File: config.mk
export PLATFORM = sky130hd
export DESIGN_NAME = meminstruc_loader
export DESIGN_NICKNAME = d
export VERILOG_FILES = /design/src/rtl/meminstruc_pkg.sv /design/src/rtl/meminstruc_byte_serializer.sv /design/src/rtl/meminstruc_loader.sv
export SDC_FILE = /design/constraint.sdc
export NUM_CORES = 1
export LEC_CHECK = 0
export BUFFER_PORTS_ARGS = -buffer_cell sky130_fd_sc_hd__buf_2
export CAP_MARGIN = 20
export CORE_ASPECT_RATIO = 0.75
export CORE_MARGIN = 8
export CORE_UTILIZATION = 40
export CTS_CLUSTER_SIZE = 16
export DETAILED_ROUTE_END_ITERATION = 6
export GPL_TIMING_DRIVEN = 0
export PLACE_DENSITY = 0.63
export SLEW_MARGIN = 20
export SYNTH_ARGS = -nofsm -noshare
export SYNTH_HDL_FRONTEND = slang
export SYNTH_HIERARCHICAL = 1
export SYNTH_SLANG_ARGS = --single-unit
export TNS_END_PERCENT = 5
File: constraint.sdc
create_clock -name clk -period 1.9 [get_ports clk]
set_clock_uncertainty 0.05 [all_clocks]
set_input_delay 0.38 -clock clk [delete_from_list [all_inputs] [get_ports clk]]
set_output_delay 0.38 -clock clk [all_outputs]
set_load 0.1 [all_outputs]
File: src/rtl/meminstruc_pkg.sv
// Shared definitions for the instruction-memory loader.
//   state_t        : loader FSM states
//   BYTES_PER_WORD : bytes per program word
//   be_byte()      : big-endian byte select (byte 0 is the MSB)
package meminstruc_pkg;

    localparam int unsigned BYTES_PER_WORD = 4;

    typedef enum logic [1:0] {
        StIdle,
        StWaitWord,
        StWrite,
        StDone
    } state_t;

    // Byte k of a word in memory order: k=0 -> bits [31:24], k=3 -> bits [7:0].
    function automatic logic [7:0] be_byte(input logic [31:0] w, input logic [1:0] k);
        logic [4:0] sh;
        sh = 5'd24 - {k, 3'b000};
        return 8'(w >> sh);
    endfunction

endpackage

File: src/rtl/meminstruc_byte_serializer.sv
// Splits a 32-bit word into four MSB-first bytes, one per advance.
// Ports:
//   clk, rst_n : clock, asynchronous active-low reset
//   load       : capture word and present byte 0 on the next cycle
//   advance    : present the next byte on the next cycle
//   word       : word to serialise
//   byte_data  : registered current byte
//   byte_idx   : index (0..3) of the byte in byte_data
module meminstruc_byte_serializer
    import meminstruc_pkg::*;
(
    input  logic        clk,
    input  logic        rst_n,
    input  logic        load,
    input  logic        advance,
    input  logic [31:0] word,
    output logic [7:0]  byte_data,
    output logic [1:0]  byte_idx
);

    logic [31:0] word_q;

    always_ff @(posedge clk or negedge rst_n) begin
        if (!rst_n) begin
            word_q    <= '0;
            byte_idx  <= '0;
            byte_data <= '0;
        end else if (load) begin
            word_q    <= word;
            byte_idx  <= 2'd0;
            byte_data <= be_byte(word, 2'd0);
        end else if (advance) begin
            byte_idx  <= byte_idx + 2'd1;
            byte_data <= be_byte(word_q, byte_idx + 2'd1);
        end
    end

endmodule

File: src/rtl/meminstruc_loader.sv
// Writer side of the byte-addressed instruction memory. Accepts 32-bit program
// words over a valid/ready stream and writes them big-endian, one byte per cycle.
// Optional feature macro: MEMINSTRUC_LOADER_CHECKSUM_EN adds a checksum output.
// Ports:
//   clk, rst_n    : clock, asynchronous active-low reset
//   start         : pulse that begins a session (honoured in idle/done only)
//   word_in       : program word; word_valid / word_last qualify it
//   word_ready    : loader accepts word_in this cycle
//   wr_en/addr/data : registered byte write port
//   busy          : session in progress
//   done          : session finished, held until next start
//   overflow      : memory filled before the last word was seen
//   words_written : complete words written this session
//   checksum      : (feature only) modulo-256 sum of bytes written this session
module meminstruc_loader
    import meminstruc_pkg::*;
#(
    parameter int unsigned MEM_BYTES = 256,
    parameter int unsigned ADDR_W    = 8,
    parameter int unsigned BASE_ADDR = 0
) (
    input  logic              clk,
    input  logic              rst_n,
    input  logic              start,
    input  logic [31:0]       word_in,
    input  logic              word_valid,
    input  logic              word_last,
    output logic              word_ready,
    output logic              wr_en,
    output logic [ADDR_W-1:0] wr_addr,
    output logic [7:0]        wr_data,
    output logic              busy,
    output logic              done,
    output logic              overflow,
`ifdef MEMINSTRUC_LOADER_CHECKSUM_EN
    output logic [7:0]        checksum,
`endif
    output logic [ADDR_W-1:0] words_written
);

    // One extra bit so MEM_BYTES == 2**ADDR_W does not alias to zero.
    localparam logic [ADDR_W:0]   MemEnd      = (ADDR_W + 1)'(MEM_BYTES);
    localparam logic [ADDR_W:0]   WordStep    = (ADDR_W + 1)'(BYTES_PER_WORD);
    localparam logic [ADDR_W-1:0] BaseAddr    = ADDR_W'(BASE_ADDR);
    localparam logic [1:0]        LastByteIdx = 2'(BYTES_PER_WORD - 1);

    state_t            state;
    logic [ADDR_W-1:0] addr;
    logic              last_q;
    logic              accept;
    logic              advance;
    logic              last_byte;
    logic              start_ok;
    logic [1:0]        byte_idx;
    logic [ADDR_W:0]   next_addr;

    always_comb begin
        word_ready = (state == StWaitWord);
        busy       = (state == StWaitWord) || (state == StWrite);
        start_ok   = ((state == StIdle) || (state == StDone)) && start;
        accept     = word_ready && word_valid;
        last_byte  = (byte_idx == LastByteIdx);
        advance    = (state == StWrite) && !last_byte;
        next_addr  = {1'b0, addr} + WordStep;
    end

    meminstruc_byte_serializer u_serializer (
        .clk       (clk),
        .rst_n     (rst_n),
        .load      (accept),
        .advance   (advance),
        .word      (word_in),
        .byte_data (wr_data),
        .byte_idx  (byte_idx)
    );

    always_ff @(posedge clk or negedge rst_n) begin
        if (!rst_n) begin
            state         <= StIdle;
            addr          <= '0;
            last_q        <= 1'b0;
            wr_en         <= 1'b0;
            wr_addr       <= '0;
            done          <= 1'b0;
            overflow      <= 1'b0;
            words_written <= '0;
        end else begin
            unique case (state)
                StIdle, StDone: begin
                    if (start) begin
                        state         <= StWaitWord;
                        addr          <= BaseAddr;
                        words_written <= '0;
                        done          <= 1'b0;
                        overflow      <= 1'b0;
                    end
                end
                StWaitWord: begin
                    if (word_valid) begin
                        state   <= StWrite;
                        last_q  <= word_last;
                        wr_en   <= 1'b1;
                        wr_addr <= addr;
                    end
                end
                StWrite: begin
                    if (last_byte) begin
                        wr_en         <= 1'b0;
                        addr          <= next_addr[ADDR_W-1:0];
                        words_written <= words_written + ADDR_W'(1);
                        if (last_q) begin
                            state <= StDone;
                            done  <= 1'b1;
                        end else if (next_addr == MemEnd) begin
                            state    <= StDone;
                            done     <= 1'b1;
                            overflow <= 1'b1;
                        end else begin
                            state <= StWaitWord;
                        end
                    end else begin
                        wr_addr <= wr_addr + ADDR_W'(1);
                    end
                end
                default: state <= StIdle;
            endcase
        end
    end

`ifdef MEMINSTRUC_LOADER_CHECKSUM_EN
    logic [7:0] csum;

    // Accumulates each byte during its write cycle, so the total is complete
    // on the same edge that raises done.
    always_ff @(posedge clk or negedge rst_n) begin
        if (!rst_n) begin
            csum <= '0;
        end else if (start_ok) begin
            csum <= '0;
        end else if (wr_en) begin
            csum <= csum + wr_data;
        end
    end

    assign checksum = csum;
`endif

endmodule

# Word level (Yosys, flattened, before mapping)
# Index checks and enable logic that the tools add are counted.
# op_classes
addsub	5
eq_ne	12
n_shift	1
muxes	29
reduce_logical	16
# op_table
cell	n
2-to-1 mux 8 bit	7
one-hot mux 8 bit (2 select lines)	3
right shift 32 x 5 -> 8 bit	1
adder 8 x 1 -> 8 bit (second input constant)	2
2-to-1 mux 2 bit	7
AND reduction 3 bit	4
inequality test 2 bit (second input constant)	5
adder 8 x 3 -> 9 bit (second input constant)	1
equality test 9 bit (second input constant)	1
2-to-1 mux 1 bit	8
equality test 2 bit (second input constant)	3
one-hot mux 1 bit (2 select lines)	3
one-hot mux 2 bit (3 select lines)	1
nonzero test 2 bit	3
AND reduction 5 bit	1
subtractor 5 bit (first input constant)	1
AND reduction 4 bit	1
inequality test 3 x 2 -> 1 bit (second input constant)	1
adder 2 x 1 -> 2 bit (second input constant)	1
equality test 2 x 1 -> 1 bit (second input constant)	1
logical AND 1 bit	2
logical NOT 2 bit	1
inequality test 2 x 1 -> 1 bit (second input constant)	1
AND reduction 2 bit	1
other kinds (3)	3
# word_totals
reg_bits	72
word_cells	74

# Longest topological paths before layout
# Gate-level depths: netlist (run 1).
# depth
ltp_word	6
ltp_mapped	9
mapped_depth_nobuf	6

# Modules after synthesis
# The synthesis (run 1) kept the hierarchy.
# modules_own_cells
mod	n_inst	cells_per_inst	area_each_um2	seq_area_each_um2
meminstruc_byte_serializer	1	113	1809.2	1051.0
meminstruc_loader	1	178	1654.1	700.7

# Worst setup path after synthesis (run 1)
# Ideal clock, no wire load.
# synth_path
path_type	register -> register
startpoint	register state[1]
endpoint	register wr_addr[7]
setup_ns	0.126
t_arrival_ns	2.605
required_ns	1.724
path_slack_ns	-0.882
path_stages_with_launch	9
path_buffers	2
period_less_slack_ns	2.782
cell_sequence	dfrtp_1 -> inv_1 -> ha_1 -> buf_2 -> mux2i_1 -> or2_2 -> clkbuf_1 -> nor4_1 -> a311o_1
# synth_between
elab_chain_cells	3
# synth_lines
item	line	text
start, declared	meminstruc_loader.sv:47	state_t state;
start signal, assigned	meminstruc_loader.sv:79	state <= StIdle;
start signal, assigned	meminstruc_loader.sv:91	state <= StWaitWord;
start signal, assigned	meminstruc_loader.sv:100	state <= StWrite;
equality test 2 x 1 -> 1 bit (*)	-	
named net word_ready	meminstruc_loader.sv:28	output logic word_ready,
inequality test 2 bit (no line) or nonzero test 2 bit (tied branches)	-	
AND reduction 3 bit (no line)	-	
end signal, assigned	meminstruc_loader.sv:103	wr_addr <= addr;
end signal, assigned	meminstruc_loader.sv:122	wr_addr <= wr_addr + ADDR_W'(1);
end, declared	meminstruc_loader.sv:30	output logic [ADDR_W-1:0] wr_addr,
# Mark *: on every way through the listed nets, which the timed path passes. The rest lies on a longest branch.
# A chain may end at the register's enable or synchronous reset.

# Worst setup path after layout (run 1)
# layout_path
startpoint	register state[1]
endpoint	register addr[6]
# layout_between
elab_chain_cells	4
# layout_lines
item	line	text
equality test 2 bit or logical NOT 2 bit (tied branches)	meminstruc_loader.sv:88	unique case (state)
OR reduction 2 bit	meminstruc_loader.sv:88	
inequality test 2 bit (no line) or nonzero test 2 bit (tied branches)	-	
AND reduction 3 bit (no line)	-	
end signal, assigned	meminstruc_loader.sv:92	addr <= BaseAddr;
end signal, assigned	meminstruc_loader.sv:109	addr <= next_addr[ADDR_W-1:0];
end, declared	meminstruc_loader.sv:48	logic [ADDR_W-1:0] addr;
# Several ways; a longest one is shown, not always the timed one.

==> results of run 1 <==
cell families after synthesis:
family | synth area share
simple gates | 0.1445
flops | 0.5058
compound gates | 0.1203
mux | 0.1709
buf+inv | 0.03432
fa+ha+maj | 0.02168
xor+xnor | 0.002529
stage by stage:
| stage | util | hold WS (ns) | setup slack (ns) | power, mW |
|---|---|---|---|---|
| final | 0.5386 | 0.2266 | -0.04659 | 7.881 |
| after global routing | 0.5386 | 0.2197 | -0.09703 | 8.263 |
| after CTS | 0.5236 | 0.2143 | -0.1128 | 7.746 |
| after detailed placement | 0.4746 | 0.2827 | -0.4263 | 5.809 |
| after global placement | 0.4710 | 0.4335 | -0.3936 | 5.734 |
| after floorplan | - | 0.03441 | -0.1754 | 5.108 |
synthesized netlist by cell type, types with 2 or more instances:
library cell	number
and2_1	10
nand4_1	3
mux4_2	8
buf_6	3
a221o_1	10
nand3_1	13
mux2_2	33
o211ai_1	3
or4_1	2
nand4b_1	2
o32a_1	2
dfrtp_1	70
a211o_1	2
mux2i_1	4
nor4_1	6
clkbuf_1	8
o221ai_1	4
o21ai_0	9
nand3b_1	5
o31ai_1	2
buf_2	5
ha_1	6
nor3_1	6
a31oi_1	4
o22ai_1	2
inv_1	7
and3_1	4
nor2_1	6
nand2_1	26
a21oi_1	3
nor2b_1	5
final timing paths:
check                                                     end  slack [ns]  cells after the start
setup / recovery                          addr[6]$_DFFE_PN0P_       -0.05                      6
min in group asynchronous        words_written[4]$_DFFE_PN0P_        0.45                      2
max in group asynchronous              wr_addr[1]$_DFFE_PN0P_        0.79                      3
setup reg to reg                          addr[6]$_DFFE_PN0P_       -0.05                      6
hold / removal             u_serializer/word_q[0]$_DFFE_PN0P_        0.23                      2
hold reg to reg                              done$_DFFE_PN0P_        0.45                      1
sequential cells by signal, indices dropped and copies added (netlist names):
name,flops
u_serializer/word_q,32
u_serializer/byte_data,8
words_written,8
wr_addr,8
addr,6
state,2
u_serializer/byte_idx,2
done,1
last_q,1
overflow,1
wr_en,1
timing repair:
action                     in CTS  in global routing
hold buffers                    1                  0
gates resized for setup        20                 20
pin swaps                       4                  4
setup buffers                   7                  8
setup endpoints to repair      64                 56
hold endpoints to repair       27                  0
cell type report:
class,instances,area (um2),area share
plain buffers,15,127.6,0.02815
clock buffers,9,225.2,0.04967
clock inverters,7,80.08,0.01766
inverters,7,26.28,0.005795
multi-input cells,197,1702,0.3753
flip-flops and latches,70,1754,0.3869
well taps,108,135.1,0.02980
repair buffers,82,484.2,0.1068
power groups by stage:
| stage | logic, mW | registers (mW) | clock network [mW] |
|---|---|---|---|
| 2_1_floorplan | 1.84 | 3.27 | 0 |
| 3_3_place_gp | 3.32 | 2.41 | 0 |
| 3_5_place_dp | 3.37 | 2.43 | 0 |
| 4_1_cts | 3.58 | 2.40 | 1.76 |
| 5_1_grt | 3.97 | 2.48 | 1.82 |
| 6_report | 3.75 | 2.41 | 1.72 |
routing by layer:
metal / vias up / global-route usage / part of all wire
met4: 0 / 0.04895 / 0.010
li1: 1296 / - / -
met5: - / 0 / 0
met3: 10 / 0.04472 / 0.073
met2: 81 / 0.2173 / 0.46
met1: 1351 / 0.2044 / 0.46
==> results.yml, run 1 <==
run_status:
  status: "finished, violations left"
  violations: "negative setup slack"
synth:
  synthDistinctLibCells: 49
  synthArstFlopShare: 1.000
  synth_enable_flop_cells: 0
  ys_ff_latch: 70
  yosys-top-cells-area: "dfrtp_1 (51%), mux2_2 (11%), mux4_2 (5.2%), a221o_1 (2.9%), nand2_1 (2.8%)"
  synthCells: 291
  ys_warn_count: 6
  ys_seq_area_frac: 0.5058
  yosys.area.top_type_share: 0.5058
  yosys.area.top_type: "dfrtp_1"
  synth_area_um2: 3463
  syn-num-nets: 334
  syn_area_per_cell_um2: 11.90
  ys.flop_type: "dfrtp_1"
pwr:
  p_leak_nw: 2.060
  power_frac_clock: 0.218
  p_sw_mw: 3.367
  seq_power_share: 0.306
  p_int_mw: 4.513
  ir_drop_mv: 1.038
  power_frac_comb: 0.476
  power_per_cell_area_nw_per_um2: 1738
  p_sw_frac: 0.4273
worst_setup_path:
  crit_chain: "ha_4, nor2b_4, or3_4, buf_6, or4_4, nand3_2"
  cp-start-kind: "flop"
  slowest_delay_ns: 0.47
  cp_max_fo: 6
  crit_type: "flop to flop"
  cp_top_family: "simple AND/OR/NAND/NOR gates"
  cp-startpoint: "state[1]$_DFFE_PN0P_"
  critical_path_buf_inv_count: 1
  arrival_ns: 2.16
  r2r-start: "state[1]$_DFFE_PN0P_"
  cp-end-kind: "flop"
  crit_slowest_cell: "or4_4"
  cp.required_ns: 2.12
detailed_routing:
  ant_nets: 0
  drcViolationCount: 0
  drtPass1Iterations: 4
  vias: 2738
  via_per_inst: 5.531
  wl_per_cell_um: 17.65
  wirelength_um: 8739
  drt_iter0_markers: 102
floorplan:
  initial_core_util: 0.4114
  die_w_um: 123.4
  die_h_um: 96.59
  rows: 29
  ios: 66
  coreArea_um2: 8418
  dieArea_um2: 11920
clock_network:
  clock_tree.buffer_depth: 2
  cts_buffers: 9
  clk_pin_slew_ns: 0.06
  cts_root_buf: "clkbuf_16"
  cts.sinks: 70
  cts_tree: "yes"
  htree_levels: 3
  clkLatencyLatePin_ns: 0.33
cells_and_area:
  most-common-layout-cells: "dfrtp_1 (68), buf_2 (65), mux2_2 (33)"
  drive_above_1_share: 0.4522
  final_common_cell: "dfrtp_1"
  stdcell_count: 495
  stdcell_area_um2: 4534
  fin_nets: 425
  fillers: 724
  syn2layout_area_growth_pct: 30.92
  n_antenna_cell: 0
sta:
  final.setup.tns_ns: -0.09186
  relSlewSlack: 0.6444
  post-route-worst-setup-slack_ns: -0.04659
  setup_violations: 3
  fin_crit_sh: 1.025
  post-route-min-period_ns: 1.947
  hold_viol: 0
  maxSlewViolCount: 0
  tightest_slew_ns: 0.5334
  rsz0062_at_grt: "true"
  timing.fmax_mhz: 513.7
placed_design:
  dp_hpwl_um: 6124
  io_buffers: 65
  dpl-instance-area_um2: 3995
  globalplace.congestion: 0.7825
  place_inst: 465
min_path:
  hp-start: "word_in[0]"
  hp-class: "input pin to flop"
grt:
  grt_max_degree: 44
  grt_pass1_vias: 2648
  grt_pass1_wl_um: 13570
  overflow: 0
  grtUsageTotal: 0.1479
  antenna_found_initial: 0
job:
  maxCapViolCount: 0
Note: power is estimated with default switching activity, not from simulation.
==> inputs of run 2 (changes only) <==
- ABC_AREA: unset -> 1
==> run 2 against run 1 <==
Effect of this change: critical path type is now flop to primary output; critical path depth down 2; design area down 3.0%; global-route usage up 0.38 points; final cell count up 33%; wire length about the same; total power up 1.7%; clock power down 12%; the run now ends clean; worst hold slack worse by 0.032 ns; first-iteration DRC count up 89%.
==> results.yml, run 2 <==
detailed_routing:
  ant_nets: 0
  vias: 3195
  wl_per_cell_um: 13.29
  drt_iter0_markers: 193
  via_per_inst: 4.856
  wirelength_um: 8743
  drtPass1Iterations: 4
  drcViolationCount: 0
grt:
  met2_usage: 0.2420
  grt_pass1_vias: 3230
  busiest_layer: "met2"
  antenna_found_initial: 0
  grtUsageTotal: 0.1517
  grt_util_met1: 0.1825
  grt_pass1_wl_um: 15150
  globalRouteMet3Util: 0.05661
  overflow: 0
  grt_max_degree: 57
worst_setup_path:
  cp.required_ns: 1.47
  cp_max_fo: 4
  crit_type: "flop to primary output"
  cp_top_family: "flip-flops"
  cp-end-kind: "primary output"
  crit_chain: "inv_1, ha_1, inv_1, buf_12"
  arrival_ns: 1.43
  crit_slowest_cell: "dfrtp_1"
  crit_top_cell: "inv_1"
  slowest_delay_ns: 0.39
  critical_path_buf_inv_count: 3
  cp-start-kind: "flop"
pwr:
  ir_drop_mv: 0.8354
  p_leak_nw: 2.355
  power_per_cell_area_nw_per_um2: 1824
synth:
  synth_common_cells: "nand2_1 (208), dfrtp_1 (70), inv_1 (40)"
  ys_ff_latch: 70
  syn_area_per_cell_um2: 7.770
  ys_warn_count: 6
  yosys.area.top_type: "dfrtp_1"
  synth_area_um2: 3590
  ys.flop_type: "dfrtp_1"
  synthDistinctLibCells: 28
  ys_seq_area_frac: 0.4880
  synthCells: 462
  yosys.area.top_type_share: 0.4880
  synth_most_common_cell: "nand2_1"
  syn-num-nets: 505
  yosys-top-cells-area: "dfrtp_1 (49%), nand2_1 (22%), inv_1 (4.2%), nand3_1 (3.9%), o21ai_0 (3.9%)"
  synth_enable_flop_cells: 0
  synthArstFlopShare: 1.000
placed_design:
  io_buffers: 65
  dp_hpwl_um: 6366
  globalplace.congestion: 0.8115
  dp_slack_ns: 0.03224
floorplan:
  initial_core_util: 0.4035
  ios: 66
  die_h_um: 98.04
  dieArea_um2: 12290
  die_w_um: 125.4
  coreArea_um2: 8896
  rows: 30
cells_and_area:
  n_antenna_cell: 0
  drive_above_1_share: 0.2143
  regMostFlops: "u_serializer/word_q"
  largest_reg_flops: 32
  most-common-layout-cells: "nand2_1 (208), dfrtp_1 (70), buf_2 (67)"
  syn2layout_area_growth_pct: 22.48
  fin_nets: 584
  final_common_cell: "nand2_1"
clock_network:
  cts_root_buf: "clkbuf_16"
  clock_tree.buffer_depth: 2
  clkLatencyLatePin_ns: 0.33
  cts.sinks: 70
  cts_tree: "yes"
  cts_buffers: 9
  clk_pin_slew_ns: 0.06
  htree_levels: 3
sta:
  fin_crit_sh: 0.9786
  relSlewSlack: 0.6661
  timing.fmax_mhz: 537.8
  post-route-worst-setup-slack_ns: 0.04071
  maxSlewViolCount: 0
  post-route-min-period_ns: 1.859
  hold_viol: 0
  rsz0062_at_grt: "true"
  final.setup.tns_ns: 0
  tightest_slew_ns: 0.5043
  setup_violations: 0
min_path:
  hp-class: "input pin to flop"
job:
  maxCapViolCount: 0
run_status:
  status: "finished clean"
==> run 2: changes by cell type after synthesis, moves of 9 or more <==
cell and change:
o21ai_1 +9, o21ai_0 +19, a221o_1 -10, and2_1 -10, inv_1 +33, nand3_1 +15, mux2_2 -33, nand2_1 +182
==> run 2: tightest hold or removal path, stage by stage <==
cell and delay [ns]:
buf_2 0.07, nand2_1 0.04, nand2_1 0.05
==> run 2: logic make-up after synthesis <==
group	count (synthesis)	share of synthesized area
buffers and inverters	58	0.07284
xor gates and xnor gates	5	0.01220
adders and majority gates	6	0.02091
DFF	70	0.4880
AOI/OAI and AO/OA	54	0.08679
and+or+nand+nor	269	0.3193
==> run 2: report_power, final <==
group / switching, mW / total [mW] / internal (mW)
Clock: 0.604 / 1.52 / 0.912
Combinational: 3.06 / 4.06 / 0.996
Sequential: 0.386 / 2.45 / 2.06
==> run 2: what timing repair did <==
item | CTS | global route
gates resized for setup | 3 | 4
gates cloned | 0 | 0
setup endpoints to repair | 2 | 9
hold buffers | 1 | 0
setup buffers | 0 | 1
hold endpoints to repair | 14 | 0
==> run 2: metrics by stage <==
step,hold WS [ns],total power [mW],cell area (um2),std cells,utilization
2_1_floorplan,0.03441,5.604,3592,462,-
3_3_place_gp,0.4053,6.376,4058,639,0.4561
3_5_place_dp,0.2077,6.452,4088,640,0.4595
4_1_cts,0.1853,8.041,4375,657,0.4918
5_1_grt,0.1919,8.544,4397,658,0.4942
6_report,0.1941,8.018,4397,658,0.4942
==> run 2: final cells by class <==
cell class                      count  area [um2]
Inverter                           45       168.9
Multi-Input combinational cell    334        1584
Fill cell                         897        4499
Clock inverter                      4       22.52
Sequential cell                    70        1752
Buffer                             13       92.59
Timing Repair Buffer               68       390.4
Clock buffer                       12       246.5
Tap cell                          112       140.1
==> run 2: path summary, 6_finish.rpt <==
path	start	end	slack [ns]	depth (start not counted)
worst max-delay path	state[0]$_DFFE_PN0P_	busy	0.04	4
worst min-delay path	word_in[10]	u_serializer/word_q[10]$_DFFE_PN0P_	0.19	3
worst max register to register	state[0]$_DFFE_PN0P_	u_serializer/byte_data[3]$_DFFE_PN0P_	0.12	7
worst min register to register	u_serializer/word_q[5]$_DFFE_PN0P_	u_serializer/word_q[5]$_DFFE_PN0P_	0.42	2
max in group asynchronous	rst_n	u_serializer/byte_data[5]$_DFFE_PN0P_	0.85	3
min in group asynchronous	rst_n	wr_addr[6]$_DFFE_PN0P_	0.40	2
==> run 2: per-layer routing <==
metal  vias up  part of all wire
li1       1609                 -
met3        14             0.059
met5         -                 0
met2        80              0.46
met1      1492              0.46
met4         0             0.019
==> inputs of run 3 (changes only) <==
- SYNTH_HIERARCHICAL: 1 -> unset
==> run 3 against run 2 <==
Effect of this change: critical path depth is the same; core utilization grew 1.5 points; wire length rose by 5.4%; die area fell by 2.1%; register-to-register slack better by 0.03 ns; largest cell class unchanged.
==> results.yml, run 3 <==
sta:
  holdWs_ns: 0.2001
  rsz0062_at_grt: "true"
  relSlewSlack: 0.6323
  maxSlewViolCount: 0
  final.setup.tns_ns: 0
  hold_viol: 0
  timing.fmax_mhz: 540.5
  fin_crit_sh: 0.9738
  tightest_slew_ns: 0.5515
  post-route-min-period_ns: 1.850
  setup_violations: 0
pwr:
  p_sw_mw: 3.830
  p_int_mw: 3.928
  power_mw: 7.758
  seq_power_share: 0.306
  ir_drop_mv: 1.070
  power_per_cell_area_nw_per_um2: 1793
  p_leak_nw: 2.359
  power_frac_comb: 0.488
  power_frac_clock: 0.206
  p_sw_frac: 0.4936
detailed_routing:
  drcViolationCount: 0
  drt_iter0_markers: 303
  vias: 3219
  wirelength_um: 9218
  drtPass1Iterations: 4
  wl_per_cell_um: 13.97
  ant_nets: 0
  via_per_inst: 4.877
worst_setup_path:
  r2r_end: "wr_addr[2]$_DFFE_PN0P_"
  arrival_ns: 1.42
  crit_slowest_cell: "dfrtp_2"
  r2r-start: "state[0]$_DFFE_PN0P_"
  crit_type: "flop to primary output"
  rr_worst_depth: 5
  cp-startpoint: "state[0]$_DFFE_PN0P_"
  critical_path_buf_inv_count: 3
  crit_top_cell: "inv_1"
  crit_cells: 4
  reg2reg_slack_ns: 0.15
  crit_chain: "inv_1, ha_2, inv_1, buf_12"
  cp_max_fo: 4
  cp-start-kind: "flop"
  slowest_delay_ns: 0.44
  cp.required_ns: 1.47
  crit_path_end: "busy"
  cp-end-kind: "primary output"
  cp_top_family: "flip-flops"
clock_network:
  clkLatencyLatePin_ns: 0.32
  htree_levels: 3
  clk_pin_slew_ns: 0.06
  cts.sinks: 70
  cts_tree: "yes"
  cts_buffers: 9
  clock_tree.buffer_depth: 2
  cts_root_buf: "clkbuf_16"
synth:
  ys_warn_count: 0
  ys.flop_type: "dfrtp_1"
  yosys.area.top_type: "dfrtp_1"
  syn-num-nets: 513
  synthArstFlopShare: 1.000
  syn_area_per_cell_um2: 7.465
  ys_ff_latch: 70
  yosys-top-cells-area: "dfrtp_1 (50%), nand2_1 (25%), nand3_1 (5.7%), inv_1 (3.4%), ha_1 (2.5%)"
  synth_common_cells: "nand2_1 (230), dfrtp_1 (70), nand3_1 (40)"
  synth_enable_flop_cells: 0
  synth_area_um2: 3501
  synthCells: 469
  synthDistinctLibCells: 28
  synth_most_common_cell: "nand2_1"
  yosys.area.top_type_share: 0.5004
  ys_seq_area_frac: 0.5004
grt:
  antenna_found_initial: 0
  overflow: 0
  grt_max_degree: 38
  grt_pass1_wl_um: 15290
  grtUsageTotal: 0.1585
  grt_pass1_vias: 3107
floorplan:
  initial_core_util: 0.4123
  die_h_um: 97.02
  rows: 29
  die_w_um: 124.0
  coreArea_um2: 8491
  ios: 66
  dieArea_um2: 12030
cells_and_area:
  fillers: 883
  drive_above_1_share: 0.1902
  seq_area_um2: 1753
  stdcell_count: 660
  n_antenna_cell: 0
  largest_reg_flops: 32
  syn2layout_area_growth_pct: 23.62
  multi_input_area_um2: 1560
  regMostFlops: "u_serializer.word_q"
  fin_nets: 591
  final_common_cell: "nand2_1"
  most-common-layout-cells: "nand2_1 (229), dfrtp_1 (69), buf_2 (67)"
placed_design:
  io_buffers: 65
  dp_hpwl_um: 6710
  globalplace.congestion: 0.8128
  place_inst: 643
job:
  maxCapViolCount: 0
min_path:
  hp-class: "input pin to flop"
run_status:
  status: "finished clean"
[run 3: through the flow]
| stage | cell area (um2) | utilization | setup WS [ns] |
|---|---|---|---|
| final | 4328 | 0.5097 | 0.04972 |
| after global routing | 4328 | 0.5097 | -0.02368 |
| after CTS | 4312 | 0.5078 | -0.01761 |
| after detailed placement | 3996 | 0.4707 | -0.05161 |
| after global placement | 3974 | 0.4680 | -0.05533 |
| after floorplan | 3513 | - | -0.04001 |
[run 3: cells by family (layout without fill, tap and decap cells)]
family / count (synthesis) / in the layout / share of synthesized area
buffers and inverters: 51 / 134 / 0.06112
XOR/XNOR: 5 / 5 / 0.01251
AND/OR/NAND/NOR: 301 / 301 / 0.3463
adder cells (fa/ha/maj): 7 / 7 / 0.02502
AO/OA/AOI/OAI: 35 / 35 / 0.05468
flip-flops: 70 / 70 / 0.5004
[run 3: how the worst min path moves through the flow]
| stage | from | endpoint | slack (ns) | cells past startpoint |
|---|---|---|---|---|
| 3_3_place_gp | u_serializer.byte_data[1]$_DFFE_PN0P_ | u_serializer.byte_data[1]$_DFFE_PN0P_ | 0.41 | 2 |
| 6_report | word_in[21] | u_serializer.word_q[21]$_DFFE_PN0P_ | 0.20 | 3 |
| 4_1_cts | word_in[18] | u_serializer.word_q[18]$_DFFE_PN0P_ | 0.19 | 3 |
| 3_5_place_dp | rst_n | u_serializer.word_q[18]$_DFFE_PN0P_ | 0.31 | 1 |
| 2_1_floorplan | rst_n | addr[2]$_DFFE_PN0P_ | 0.03 | 0 |
| 5_1_grt | word_in[14] | u_serializer.word_q[14]$_DFFE_PN0P_ | 0.20 | 3 |
[run 3: worst reg2reg max path: stages, from the launching register on]
cell      delay (ns)
dfrtp_2         0.44
inv_1           0.07
ha_2            0.24
clkbuf_1        0.46
o21ai_0         0.21
o21ai_0         0.20
[run 3: area by class of cell]
type                    count  area share
well taps                 108     0.03122
plain buffers              14     0.01792
repair buffers             67     0.08673
flip-flops and latches     70      0.4050
multi-input cells         348      0.3605
clock buffers              12     0.06158
clock inverters             4    0.004626
inverters                  37     0.03238
[run 3: power groups by stage]
stage	Combinational [mW]	Sequential [mW]	Clock (mW)
5_1_grt	4.16	2.44	1.69
3_3_place_gp	3.64	2.38	0
3_5_place_dp	3.70	2.38	0
2_1_floorplan	1.80	3.45	0
6_report	3.79	2.37	1.60
4_1_cts	3.78	2.37	1.64
[run 3: per-layer routing]
metal	routed length (um)	GRT usage	vias up
met5	0	0	-
met4	72	0.04653	0
met3	656	0.04181	4
met2	3986	0.2282	80
met1	4503	0.2261	1494
li1	-	-	1641
[run 3: timing repair]
item | in CTS | in global routing
setup buffers | 0 | 0
hold buffers | 1 | 0
resized for setup | 6 | 6
endpoints found under the hold margin | 33 | 0
endpoints found under the setup margin | 13 | 18
